===== config.mk =====
export PLATFORM = sky130hd
export DESIGN_NAME = intel_fpga_pb_event_detect
export DESIGN_NICKNAME = d
export VERILOG_FILES = /design/src/rtl/intel_fpga_pb_pkg.sv /design/src/rtl/intel_fpga_pb_status_reg.sv /design/src/rtl/intel_fpga_pb_event_detect.sv
export SDC_FILE = /design/constraint.sdc
export NUM_CORES = 1
export LEC_CHECK = 0
export CAP_MARGIN = 10
export CORE_MARGIN = 1
export CORE_UTILIZATION = 49
export DETAILED_ROUTE_END_ITERATION = 8
export HOLD_SLACK_MARGIN = 0.06
export PLACE_DENSITY = 0.75
export SYNTH_ARGS = -nofsm -noshare
export SYNTH_HDL_FRONTEND = slang
export SYNTH_SLANG_ARGS = --single-unit

===== constraint.sdc =====
create_clock -name clk -period 2.4 [get_ports clk]
set_input_delay 0.36 -clock clk [delete_from_list [all_inputs] [get_ports clk]]
set_output_delay 0.36 -clock clk [all_outputs]
set_load 0.005 [all_outputs]

===== src/rtl/intel_fpga_pb_pkg.sv =====
// Shared types for the pushbutton event path.
//   pb_state_t  : event FSM states
//   pb_status_t : sticky status vector {repeat, long, release, press}
//   ST_*        : bit positions inside pb_status_t
package intel_fpga_pb_pkg;

  typedef enum logic [1:0] {INIT, IDLE, PRESSED, LONG} pb_state_t;

  localparam int ST_PRESS   = 0;
  localparam int ST_RELEASE = 1;
  localparam int ST_LONG    = 2;
  localparam int ST_REPEAT  = 3;

  typedef logic [3:0] pb_status_t;

endpackage


===== src/rtl/intel_fpga_pb_status_reg.sv =====
// Sticky write-one-to-clear status register with masked level interrupt.
//   clk, rst   : clock, async active-high reset
//   i_set      : one-cycle event strobes, one per status bit
//   i_clr      : W1C strobes, honoured every cycle
//   i_mask     : interrupt enable per status bit
//   o_status   : sticky status bits
//   o_irq      : registered OR of (status & mask)
module intel_fpga_pb_status_reg
  import intel_fpga_pb_pkg::*;
(
  input  logic       clk,
  input  logic       rst,
  input  pb_status_t i_set,
  input  pb_status_t i_clr,
  input  pb_status_t i_mask,
  output pb_status_t o_status,
  output logic       o_irq
);

  pb_status_t status_nxt;

  // Set wins over a coincident clear.
  assign status_nxt = (o_status & ~i_clr) | i_set;

  // irq is built from the next status so it rises together with the bit.
  always_ff @(posedge clk or posedge rst) begin
    if (rst) begin
      o_status <= '0;
      o_irq    <= 1'b0;
    end else begin
      o_status <= status_nxt;
      o_irq    <= |(status_nxt & i_mask);
    end
  end

endmodule


===== src/rtl/intel_fpga_pb_event_detect.sv =====
// Per-button event classifier behind the debounce channel.
//   clk, rst     : clock, async active-high reset
//   sample_en    : sample tick shared with the debouncer; FSM advances only here
//   i_pb         : debounced level (polarity set by ACTIVE_LOW)
//   i_irq_mask   : irq enable {repeat, long, release, press}
//   i_clr        : W1C for status bits
//   o_press/o_release/o_long/o_repeat : one-clk event pulses
//   o_held       : 1 while PRESSED or LONG
//   o_status     : sticky event bits, o_irq : masked level interrupt
module intel_fpga_pb_event_detect
  import intel_fpga_pb_pkg::*;
#(
  parameter int ACTIVE_LOW   = 1,
  parameter int CNT_W        = 16,
  parameter int LONG_TICKS   = 1000,
  parameter int REPEAT_TICKS = 250
) (
  input  logic       clk,
  input  logic       rst,
  input  logic       sample_en,
  input  logic       i_pb,
  input  logic [3:0] i_irq_mask,
  input  logic [3:0] i_clr,
  output logic       o_press,
  output logic       o_release,
  output logic       o_long,
  output logic       o_repeat,
  output logic       o_held,
  output logic [3:0] o_status,
  output logic       o_irq
);

  localparam logic [CNT_W-1:0] LONG_C = CNT_W'(LONG_TICKS);
  localparam logic [CNT_W-1:0] REP_C  = CNT_W'(REPEAT_TICKS);
  localparam logic             POL    = (ACTIVE_LOW != 0);

  pb_state_t        state, state_nxt;
  logic [CNT_W-1:0] cnt, cnt_nxt, cnt_inc;
  pb_status_t       ev;
  logic             pressed;

  assign pressed = i_pb ^ POL;
  assign cnt_inc = cnt + CNT_W'(1);

  // Next-state/event decode. Events are needed combinationally so the
  // status register can set in the same cycle the pulse registers.
  always_comb begin
    state_nxt = state;
    cnt_nxt   = cnt;
    ev        = '0;
    if (sample_en) begin
      unique case (state)
        // First sample only latches the level: the debouncer resets to 0,
        // which would otherwise look like a press on active-low buttons.
        INIT: begin
          state_nxt = pressed ? PRESSED : IDLE;
          cnt_nxt   = '0;
        end
        IDLE: begin
          if (pressed) begin
            state_nxt    = PRESSED;
            cnt_nxt      = '0;
            ev[ST_PRESS] = 1'b1;
          end
        end
        PRESSED: begin
          if (!pressed) begin
            state_nxt      = IDLE;
            ev[ST_RELEASE] = 1'b1;
          end else if (cnt_inc == LONG_C) begin
            state_nxt   = LONG;
            cnt_nxt     = '0;
            ev[ST_LONG] = 1'b1;
          end else begin
            cnt_nxt = cnt_inc;
          end
        end
        LONG: begin
          // Release takes priority over a repeat due on the same sample.
          if (!pressed) begin
            state_nxt      = IDLE;
            ev[ST_RELEASE] = 1'b1;
          end else if (cnt_inc == REP_C) begin
            cnt_nxt       = '0;
            ev[ST_REPEAT] = 1'b1;
          end else begin
            cnt_nxt = cnt_inc;
          end
        end
        default: state_nxt = INIT;
      endcase
    end
  end

  always_ff @(posedge clk or posedge rst) begin
    if (rst) begin
      state     <= INIT;
      cnt       <= '0;
      o_press   <= 1'b0;
      o_release <= 1'b0;
      o_long    <= 1'b0;
      o_repeat  <= 1'b0;
      o_held    <= 1'b0;
    end else begin
      state     <= state_nxt;
      cnt       <= cnt_nxt;
      o_press   <= ev[ST_PRESS];
      o_release <= ev[ST_RELEASE];
      o_long    <= ev[ST_LONG];
      o_repeat  <= ev[ST_REPEAT];
      o_held    <= (state_nxt == PRESSED) || (state_nxt == LONG);
    end
  end

  intel_fpga_pb_status_reg u_status (
    .clk      (clk),
    .rst      (rst),
    .i_set    (ev),
    .i_clr    (i_clr),
    .i_mask   (i_irq_mask),
    .o_status (o_status),
    .o_irq    (o_irq)
  );

endmodule


==> summary by stage <==
Status
The run finished with clean final reports.

Synth
The Yosys warning count is 0. The net count after synthesis is 208. The average size of a mapped cell is 8.797 um2. The number of flip-flops and latches in the synthesized netlist is 28. The share of synthesized area in the top cell type comes to 41.27%. The biggest area consumer among synthesized cells is dfrtp_1. The cell area that synthesis handed to floorplanning was 0.001698 mm2. The commonest register cell after synthesis is dfrtp_1. Synthesis instantiated 46 different standard cells from the library. The most common cell in the synthesized netlist is dfrtp_1.

The register area share after synthesis is 41.27%. The number of enable flip-flop cells after synthesis is 0. In the synthesized netlist the async set-or-reset flop fraction comes to 100.0%.

The commonest cells after synthesis are dfrtp_1 (28), nand2_1 (24), inv_1 (14), nand3_1 (14), nor2_1 (10). Sorting the synthesized cells by area gives the leading types as dfrtp_1 (41%), nand2_1 (5.3%), nand3_1 (4.1%). The cell count after synthesis came out at 193.

Global routing
The overall track demand over capacity in global routing is 25.20%. The largest net degree at the start of global routing is 29. The initial antenna violation count is 0. The global-route wire length before repair is 6796 um. The remaining global-route overflow is 0. The number of global-route vias before repair is 1457.

Placement
Prior to clock tree synthesis, the placed netlist has a worst setup slack of 91.19 ps. Detailed placement finished with a half-perimeter wire length of 3154 um. Summing all placed instances gives a cell area of 0.001994 mm2. Including well taps, the total number of placed cells is 259. Port buffering added 21 buffers. The placer's final routability congestion estimate is 0.9024.

Floorplan
Row generation in the floorplan step produced 21 rows. Measured along the x axis, the die boundary spans 60.87 um. The vertical die dimension is 60.87 um. In this run the count of I/O pins placed on the die edge is 22. The area inside the core boundary is 0.003337 mm2. The die outline area is 0.003705 mm2. The initial core utilization is 50.88%.

Setup path
The source of the critical timing path is cnt[1]. The critical path contains buffers and inverters numbering 2 combined. For the worst setup path, the data arrival time is 2610 ps. The slowest stage of the critical path is the dfrtp_1 cell. The nature of the critical path endpoint is a register. The worst reg2reg path depth is 10. The worst reg-to-reg setup slack is 30 ps.

The delay of the slowest cell on the worst path is 400 ps. The worst setup path is launched from a register. Following the worst setup path forward leads to its endpoint at cnt[4].

In this run the critical register-to-register path is captured at cnt[4]. The dominant delay contributor by cell family on the critical path is compound AO/OA/AOI/OAI gates. The critical path runs through a total of 10 cells.

In this run the critical register-to-register path is launched from cnt[1]. The signal on the critical path passes through ha_2 -> buf_6 -> and4_4 -> nand3_2 -> a211o_1 -> nor4_4 -> buf_4 -> o21ai_4 -> a31oi_1 -> o22ai_1. The critical path is of the reg2reg type. The worst-path maximum fanout is 8. For the worst setup path, the data required time is 2640 ps.

CTS
The total clock buffers created by CTS is 3. The CTS H-tree depth is 1. The CTS tree is yes. The number of hold-repair buffers added at the cts stage is 0. The largest buffer count on any clock path is 2.

Clock-pin slew was measured on the worst setup and hold paths at 150 ps. The tree is rooted in a clkbuf_4. Counting every sink on the clock net gives 28. At the later pin of the worst-skew pair, clock insertion delay measures 340 ps.

Pwr
The part of the power in the clock network is 24.5%. Of the total power, the share spent switching nets is 32.47%. IR analysis of the VDD net gives a maximum drop of 0.2799 mV. In this run the static leakage power is 0.8869 nW. Sequential cells burn 47.2% of the power.

The portion of total power attributed to combinational logic is 28.3%. Dividing total power by cell area gives a power density of 588.9 mW/mm2. Cell internal power was estimated by the tool at 0.8519 mW.

The net switching component of the power is 0.4097 mW.

Finish
The area growth from synthesis to layout is 26.16%. The count of placed standard cells in the final layout, fillers left out is 266. The final standard cell area without fillers is 0.002142 mm2. The post-route netlist has 16.82% of its cells at a drive strength greater than 1. The final layout net count is 236. 0 antenna diodes ended up in the layout.

STA
The worst pin sits at a relative slew slack of 66.78%. The final count of hold timing violations is 0. The post-route clock period utilization is 98.74%. The minimum setup slack in the final design is 30.23 ps.

The post-layout minimum cycle time is 2370 ps. The setup-violating endpoint count in the final report is 0. The maximum frequency from static timing analysis is 0.4220 GHz. On the final layout, the worst clock skew is 4.698 ps. Setup repair after global routing could not meet its margin everywhere. The number of slew-limit violations in the final report is 0. At the pin with the least slew margin, the transition time is 497.1 ps.

Routing
The per-cell routed wire length is 16.91 um. Dividing the detail-routed via count by the number of cells gives 6.045. Wires add up to 4499 um. The first detailed-routing pass took 4 iterations.

The number of nets with antenna violations after detailed routing is 0. The number of DRC markers after the initial detailed-route iteration is 116. Summing over every cut layer, the via total after detailed routing is 1608. The residual DRC count is 0.

Hold path
In this run the worst hold path is classified as in2async.

Run
The number of violations of the max-capacitance limit is 0.
-- tightest hold or removal path, cell delays in order --
cell	delay, ps
clkdlybuf4s50_1	400
inv_1	50
buf_4	330
-- timing repair --
action / CTS / global route
endpoints found under the setup margin: 0 / 11
endpoints found under the hold margin: 0 / 0
resized for setup: 0 / 17
buffers inserted: 0 / 3
-- per-layer routing --
layer / wire length, um / vias up / global-route usage [%] / share of wire (%)
met1: 1917 / 784 / 33.73 / 43
li1: - / 758 / - / -
met4: 76 / 0 / 10.71 / 1.7
met3: 198 / 9 / 3.838 / 4.4
met5: 0 / - / 0 / 0
met2: 2306 / 57 / 40.66 / 51
-- worst min path at each step --
stage	from	endpoint	slack (ps)
3_5_place_dp	u_status.o_status[0]	u_status.o_status[0]	490
4_1_cts	rst	o_long	370
2_1_floorplan	rst	cnt[0]	430
6_report	rst	o_long	360
3_3_place_gp	u_status.o_status[0]	u_status.o_status[0]	490
5_1_grt	rst	cnt[6]	400
-- cell type report --
class	instances	area, um2
inverters	14	52.55
well taps	46	57.56
fillers	299	1195
repair buffers	34	311.5
clock inverters	1	30.03
flip-flops and latches	28	703.2
clock buffers	3	22.52
multi-input cells	140	964.7
-- cell families (layout without fill, tap and decap cells) --
| logic type | after synthesis | count (layout) | share of synthesized area (%) |
|---|---|---|---|
| buf+inv | 25 | 52 | 5.822 |
| simple gates | 84 | 84 | 27.71 |
| flops | 28 | 28 | 41.27 |
| mux | 1 | 1 | 0.5896 |
| compound gates | 45 | 45 | 18.79 |
| fa+ha+maj | 3 | 3 | 2.211 |
| xor+xnor | 7 | 7 | 3.611 |
-- power groups by stage --
stage	logic, mW	clock network [mW]	registers [mW]
3_3_place_gp	0.322	0	0.593
4_1_cts	0.340	0.320	0.589
5_1_grt	0.387	0.340	0.606
2_1_floorplan	0.224	0	0.579
3_5_place_dp	0.338	0	0.598
6_report	0.357	0.310	0.595
-- cell usage in the layout (no fill, tap or decap), types with 3 or more instances in the layout --
cell | Yosys | layout
dfrtp_1 | 28 | 26
nand2_1 | 24 | 24
clkdlybuf4s50_1 | 0 | 21
inv_1 | 14 | 14
nand3_1 | 14 | 13
buf_4 | 0 | 12
nor2_1 | 10 | 10
o21ai_0 | 8 | 6
xnor2_1 | 6 | 5
nand4_1 | 5 | 5
a31oi_1 | 7 | 5
a21oi_1 | 5 | 5
o31ai_1 | 5 | 5
and3_1 | 5 | 4
nor3_1 | 4 | 4
nand4b_1 | 4 | 4
a21o_1 | 4 | 4
clkbuf_4 | 0 | 3
-- registers in the layout, indices dropped and copies added (netlist names) --
name and count:
o_repeat 1, state 2, u_status.o_irq 1, o_held 1
cnt 16, u_status.o_status 4, o_release 1, o_press 1
o_long 1
-- through the flow --
stage	power [mW]	hold WS [ps]	setup TNS, ps	utilization [%]
2_1_floorplan	0.8030	425.4	0	-
3_3_place_gp	0.9146	489.6	0	59.77
3_5_place_dp	0.9365	494.7	0	59.77
4_1_cts	1.249	368.9	0	61.34
5_1_grt	1.333	399.3	-298.7	64.19
6_report	1.262	362.2	0	64.19
No activity file was read; power rests on OpenSTA's default activity.
